**config.mk**
```make
export PLATFORM = sky130hd
export DESIGN_NAME = fp32_divider
export DESIGN_NICKNAME = d
export VERILOG_FILES = /design/src/rtl/fp32_divider.sv
export SDC_FILE = /design/constraint.sdc
export NUM_CORES = 1
export LEC_CHECK = 0
export CAP_MARGIN = 20
export CORE_MARGIN = 5
export CORE_UTILIZATION = 40
export DETAILED_ROUTE_END_ITERATION = 7
export HOLD_SLACK_MARGIN = 0.05
export MAX_ROUTING_LAYER = met4
export SYNTH_ARGS = -nofsm -noshare
export SYNTH_HDL_FRONTEND = slang
export SYNTH_SLANG_ARGS = --single-unit
```
**constraint.sdc**
```tcl
create_clock -name clk -period 5.42 [get_ports clk]
set_input_delay 1.626 -clock clk [delete_from_list [all_inputs] [get_ports clk]]
set_output_delay 1.626 -clock clk [all_outputs]
set_load 0.01 [all_outputs]
```
**src/rtl/fp32_divider.sv**
```systemverilog
// fp32_divider: iterative IEEE-754 single-precision divider (a_in / b_in).
// Restoring mantissa division, one quotient bit per cycle, round-to-nearest-even.
// Subnormal operands and results flush to zero. Not pipelined.
//
// Ports:
//   clk        clock, rising edge
//   rst        synchronous active-high reset
//   start      operation request, sampled only while busy=0
//   a_in       dividend, FP32
//   b_in       divisor, FP32
//   result     quotient, FP32, held until the next completion
//   busy       high while a division is in flight
//   done       one-cycle pulse when result/Exception are valid
//   Exception  overflow, underflow, divide-by-zero or invalid; qualified by done
//
// state  | meaning
// IDLE   | waiting for start; special-case operands resolved here
// DIVIDE | one restoring quotient bit per cycle, QBITS cycles
// ROUND  | normalise, round to nearest even, range-check, raise done

module fp32_divider #(
   parameter int EXP_BIAS = 127,
   parameter int QBITS    = 26
) (
   input  logic        clk,
   input  logic        rst,
   input  logic        start,
   input  logic [31:0] a_in,
   input  logic [31:0] b_in,
   output logic [31:0] result,
   output logic        busy,
   output logic        done,
   output logic        Exception
);

   typedef enum logic [1:0] {IDLE, DIVIDE, ROUND} state_t;

   state_t              state_q, state_d;
   logic                sign_q, sign_d;
   logic signed [9:0]   exp_q, exp_d;
   logic [23:0]         div_q, div_d;
   logic [24:0]         rem_q, rem_d;
   logic [QBITS-1:0]    q_q, q_d;
   logic [4:0]          cnt_q, cnt_d;
   logic [31:0]         result_d;
   logic                exc_d, done_d;
   // special-case results are staged one cycle so done rises one edge after start
   logic                sp_pend_q, sp_pend_d;
   logic [31:0]         sp_res_q, sp_res_d;
   logic                sp_exc_q, sp_exc_d;

   logic [7:0]  ea, eb;
   logic [22:0] ma, mb;
   logic        a_zero, b_zero, a_nan, b_nan, a_inf, b_inf, op_sign;

   assign ea      = a_in[30:23];
   assign eb      = b_in[30:23];
   assign ma      = a_in[22:0];
   assign mb      = b_in[22:0];
   assign op_sign = a_in[31] ^ b_in[31];
   assign a_zero  = (ea == 8'h00);
   assign b_zero  = (eb == 8'h00);
   assign a_nan   = (ea == 8'hFF) && (ma != 23'd0);
   assign b_nan   = (eb == 8'hFF) && (mb != 23'd0);
   assign a_inf   = (ea == 8'hFF) && (ma == 23'd0);
   assign b_inf   = (eb == 8'hFF) && (mb == 23'd0);

   assign busy = (state_q != IDLE);

   logic        rem_ge;
   logic [23:0] rem_sub;

   assign rem_ge  = (rem_q >= {1'b0, div_q});
   // when rem >= div the difference is below div, so 24 bits hold it
   assign rem_sub = rem_q[23:0] - div_q;

   logic [23:0]       rnd_mant;
   logic              rnd_guard, rnd_sticky, rnd_up;
   logic [24:0]       rnd_mant25;
   logic [22:0]       rnd_frac;
   logic signed [9:0] rnd_exp;
   logic [31:0]       rnd_res;
   logic              rnd_exc;

   always_comb begin
      rnd_mant   = 24'd0;
      rnd_guard  = 1'b0;
      rnd_sticky = 1'b0;
      rnd_exp    = exp_q;
      rnd_res    = 32'd0;
      rnd_exc    = 1'b0;
      if (q_q[QBITS-1]) begin
         rnd_mant   = q_q[QBITS-1 -: 24];
         rnd_guard  = q_q[1];
         rnd_sticky = q_q[0] | (rem_q != 25'd0);
      end else begin
         rnd_mant   = q_q[QBITS-2 -: 24];
         rnd_guard  = q_q[0];
         rnd_sticky = (rem_q != 25'd0);
         rnd_exp    = exp_q - 10'sd1;
      end
      rnd_up     = rnd_guard & (rnd_sticky | rnd_mant[0]);
      rnd_mant25 = {1'b0, rnd_mant} + {24'd0, rnd_up};
      if (rnd_mant25[24]) begin
         rnd_frac = rnd_mant25[23:1];
         rnd_exp  = rnd_exp + 10'sd1;
      end else begin
         rnd_frac = rnd_mant25[22:0];
      end
      if (rnd_exp >= 10'sd255) begin
         rnd_res = {sign_q, 8'hFF, 23'd0};
         rnd_exc = 1'b1;
      end else if (rnd_exp <= 10'sd0) begin
         rnd_res = {sign_q, 31'd0};
         rnd_exc = 1'b1;
      end else begin
         rnd_res = {sign_q, rnd_exp[7:0], rnd_frac};
         rnd_exc = 1'b0;
      end
   end

   always_comb begin
      state_d   = state_q;
      sign_d    = sign_q;
      exp_d     = exp_q;
      div_d     = div_q;
      rem_d     = rem_q;
      q_d       = q_q;
      cnt_d     = cnt_q;
      result_d  = result;
      exc_d     = Exception;
      done_d    = 1'b0;
      sp_pend_d = 1'b0;
      sp_res_d  = sp_res_q;
      sp_exc_d  = sp_exc_q;
      case (state_q)
         IDLE: begin
            if (sp_pend_q) begin
               result_d = sp_res_q;
               exc_d    = sp_exc_q;
               done_d   = 1'b1;
            end
            if (start) begin
               if (a_nan || b_nan || (a_zero && b_zero) || (a_inf && b_inf)) begin
                  sp_pend_d = 1'b1;
                  sp_res_d  = 32'h7FC0_0000;
                  sp_exc_d  = 1'b1;
               end else if (b_zero) begin
                  sp_pend_d = 1'b1;
                  sp_res_d  = {op_sign, 8'hFF, 23'd0};
                  sp_exc_d  = 1'b1;
               end else if (a_inf) begin
                  sp_pend_d = 1'b1;
                  sp_res_d  = {op_sign, 8'hFF, 23'd0};
                  sp_exc_d  = 1'b0;
               end else if (a_zero || b_inf) begin
                  sp_pend_d = 1'b1;
                  sp_res_d  = {op_sign, 31'd0};
                  sp_exc_d  = 1'b0;
               end else begin
                  sign_d  = op_sign;
                  exp_d   = $signed({2'b00, ea}) - $signed({2'b00, eb})
                            + $signed(10'(EXP_BIAS));
                  div_d   = {1'b1, mb};
                  rem_d   = {2'b01, ma};
                  q_d     = '0;
                  cnt_d   = 5'd0;
                  state_d = DIVIDE;
               end
            end
         end
         DIVIDE: begin
            q_d   = {q_q[QBITS-2:0], rem_ge};
            rem_d = rem_ge ? {rem_sub, 1'b0} : {rem_q[23:0], 1'b0};
            cnt_d = cnt_q + 5'd1;
            if (cnt_q == 5'(QBITS-1)) state_d = ROUND;
         end
         ROUND: begin
            result_d = rnd_res;
            exc_d    = rnd_exc;
            done_d   = 1'b1;
            state_d  = IDLE;
         end
         default: state_d = IDLE;
      endcase
   end

   always_ff @(posedge clk) begin
      if (rst) begin
         state_q   <= IDLE;
         sign_q    <= 1'b0;
         exp_q     <= '0;
         div_q     <= '0;
         rem_q     <= '0;
         q_q       <= '0;
         cnt_q     <= '0;
         result    <= '0;
         Exception <= 1'b0;
         done      <= 1'b0;
         sp_pend_q <= 1'b0;
         sp_res_q  <= '0;
         sp_exc_q  <= 1'b0;
      end else begin
         state_q   <= state_d;
         sign_q    <= sign_d;
         exp_q     <= exp_d;
         div_q     <= div_d;
         rem_q     <= rem_d;
         q_q       <= q_d;
         cnt_q     <= cnt_d;
         result    <= result_d;
         Exception <= exc_d;
         done      <= done_d;
         sp_pend_q <= sp_pend_d;
         sp_res_q  <= sp_res_d;
         sp_exc_q  <= sp_exc_d;
      end
   end

endmodule
```
==> summary.txt <==
Run status
  • Run status: completed

Placement
  • Input/output buffers: 101
  • Gpl congestion: 0.931
  • Hpwl dp: 17300 um
  • Placed Area: 9740 sq um

Clocking
  • Clk sink count: 132
  • H-tree levels: 4
  • Hold_buf cts: 0
  • Clk root buf: clkbuf_16
  • CTS tree: built
  • Post-CTS sizing: 0
  • CTS buffer count: 17
  • Postcts setup bufs: 0
  • Clk slew on worst S/H paths: 0.06 ns
  • Worst-Skew Late Latency: 0.42 ns
  • Max Root-Sink Buffers: 2

Final layout
  • Most frequent cells in the layout: dfxtp_1 (131), nand2_1 (124), clkdlybuf4s50_1 (100)
  • Commonest non-fill, non-tap cell in the layout: dfxtp_1
  • Nets: 1269
  • Fin util: 49.4%
  • Filler instances: 2104
  • Final Instance Area: 10400 sq um
  • Layout cell share with drive strength beyond 1: 6.38%
  • Area growth, synth to finish: 21.1%
  • Antenna cells: 0

Floorplan
  • Rows: 53
  • Initial core utilization: 40.8%
  • IO Pins: 102
  • Die extent in y: 157 um
  • Die width: 157 um
  • Die area: 24600 sq um
  • Core Area: 21200 sq um

Drt
  • Wire length per cell: 16.0 um
  • Pre-Repair DR Iteration Count: 5
  • DR vias: 8128
  • DR iter-0 viols: 472
  • Routed vias/inst: 5.61
  • DR DRC count: 0
  • Antenna-violating nets left: 0
  • Post-Route WL: 23200 um

Timing
  • Worst Clk Skew: 0.00854 ns
  • Final Hold Viols: 0
  • Rel. slew slack: 39.9%
  • Max-slew violations: 0
  • Fmax: 234 MHz
  • Final worst path period need: 4.26 ns
  • RSZ-0062 raised after global routing: false
  • Worst-margin pin slew: 0.896 ns
  • Tcrit/Tclk final: 78.7%
  • Post-route setup TNS: 0 ns
  • Endpoints failing setup: 0

Min path
  • Min-delay src: result[0]
  • Worst hold path cell count: 2
  • Hold EP: result[0]
  • Min-delay worst type: flop to flop

Setup path
  • R2R depth: 12
  • Setup CP Type: flop to flop
  • Worst R2R Setup Slack: 1.16 ns
  • Delay-heaviest family, CP: simple AND/OR/NAND/NOR gates
  • CP peak stage delay: 0.58 ns
  • Critical R2R Launch: q_q[25]
  • CP Launch Type: flop
  • CP cell instances: buf_4 -> mux2_2 -> ha_1 -> nand2_1 -> or4b_4 -> or3_1 -> nor3_1 -> a21oi_1 -> a31oi_1 -> or4b_4 -> or3_1 -> o31ai_2
  • Crit path capture type: flop
  • Crit path DAT: 4.60 ns
  • Buf/Inv on CP: 1
  • CP max FO: 21
  • Required time worst endpoint: 5.76 ns
  • CP max stage cell: or4b_4
  • FF-to-FF End: result[13]

Pwr
  • Final Power: 3.53 mW
  • Leak Pwr: 3.82 nW
  • Worst VDD drop: 0.000204 V
  • PD cells: 339 nW/um^2

Synthesis
  • Syn Nets: 1208
  • Post-Synthesis Cell Area: 8620 sq um
  • Part of the Yosys area used for sequential elements: 30.7%
  • Post-Syn Instances: 1101
  • Yosys cell types: 72
  • Synthesized area per cell: 7.83 sq um
  • Async S/R FF share, synth: 0%
  • Leading area contributor after synthesis: dfxtp_1
  • Synth warnings: 0
  • Synth top area share: 30.7%
  • Synth top area cells: dfxtp_1 (31%), ha_1 (5.5%), nand2_1 (5.4%)
  • Post-synthesis register bit count: 132
  • Main synth FF type: dfxtp_1
  • Post-synth EDFFs: 0

Global route
  • Vias in the first global route: 7526
  • Initial antenna violation count: 0
  • First-pass GRT wire length: 37800 um
  • Total global routing overflow: 0
  • Largest net degree at the start of global routing: 63
  • Gr usage total: 19.2%

Run
  • MaxCap Viol Count: 0
==> cells by family after synthesis <==
| group | Yosys count | share of synthesized area, % |
|---|---|---|
| AND/OR/NAND/NOR | 380 | 21.8 |
| AO/OA/AOI/OAI | 338 | 26.4 |
| flip-flops | 132 | 30.7 |
| buffers and inverters | 129 | 6.31 |
| XOR/XNOR | 53 | 5.38 |
| adder cells (fa/ha/maj) | 40 | 5.98 |
| multiplexers | 29 | 3.41 |
==> layout make-up <==
class                           count  area [sq um]  share of cell area (%)
Sequential cell                   132          2640                    25.3
Inverter                           58           218                    2.09
Tap cell                          275           344                    3.30
Clock inverter                     14           244                    2.34
Multi-Input combinational cell    840          5440                    52.1
Clock buffer                       18           439                    4.21
Timing Repair Buffer              113          1120                    10.7
==> per-stage QoR <==
stage	hold slack (ns)	instances	setup slack (ns)
finish	0.450	1450	1.16
global route	0.470	1450	0.883
CTS	0.458	1449	1.13
detailed placement	0.444	1417	1.02
global placement	0.436	1417	1.03
floorplan	0.427	1101	0.319
==> tightest hold or removal path, stage by stage, from the launching register on <==
cell,delay [ns]
dfxtp_1,0.32
nand2_1,0.04
o21ai_0,0.05
==> power breakdown <==
group,total [mW],switching [mW],internal [mW]
Clock,1.34,0.455,0.881
Sequential,1.09,0.0655,1.02
Combinational,1.11,0.623,0.487
==> per-layer routing <==
metal / track usage [%] / part of all wire [%] / up-vias
li1: - / - / 4158
met1: 25.3 / 48 / 3782
met2: 30.8 / 46 / 172
met3: 3.68 / 4.5 / 16
met4: 4.13 / 1.1 / 0
met5: - / 0 / -
==> synthesized netlist by cell type, types with 13 or more instances <==
| library cell | count |
|---|---|
| a211oi_1 | 21 |
| a22oi_1 | 24 |
| or3_1 | 13 |
| dfxtp_1 | 132 |
| nor4_1 | 21 |
| a21o_1 | 17 |
| clkbuf_1 | 47 |
| inv_1 | 58 |
| mux2i_1 | 26 |
| nand2_1 | 124 |
| nand3_1 | 23 |
| nor3_1 | 27 |
| nand4_1 | 15 |
| a21oi_1 | 91 |
| nand2b_1 | 14 |
| o22ai_1 | 22 |
| xor2_1 | 20 |
| nor2_1 | 80 |
| a22o_1 | 28 |
| nor2b_1 | 14 |
| xnor2_1 | 33 |
| ha_1 | 38 |
| o21ai_0 | 49 |
==> registers in the layout, indices dropped and copies added, names as in the netlist, 2 cells and up <==
name	flops
cnt_q	5
div_q	24
exp_q	10
q_q	26
rem_q	25
result	32
sp_res_q	3
state_q	2
==> worst max path at each step <==
stage	to	start	depth (start not counted)	slack (ns)
4_1_cts	result[13]	q_q[25]	12	1.13
5_1_grt	result[13]	q_q[25]	12	0.88
3_5_place_dp	rem_q[20]	a_in[24]	10	1.02
2_1_floorplan	result[13]	q_q[25]	20	0.32
3_3_place_gp	rem_q[20]	a_in[24]	10	1.03
6_report	result[13]	q_q[25]	12	1.16
(Power assumes the default switching activity.)
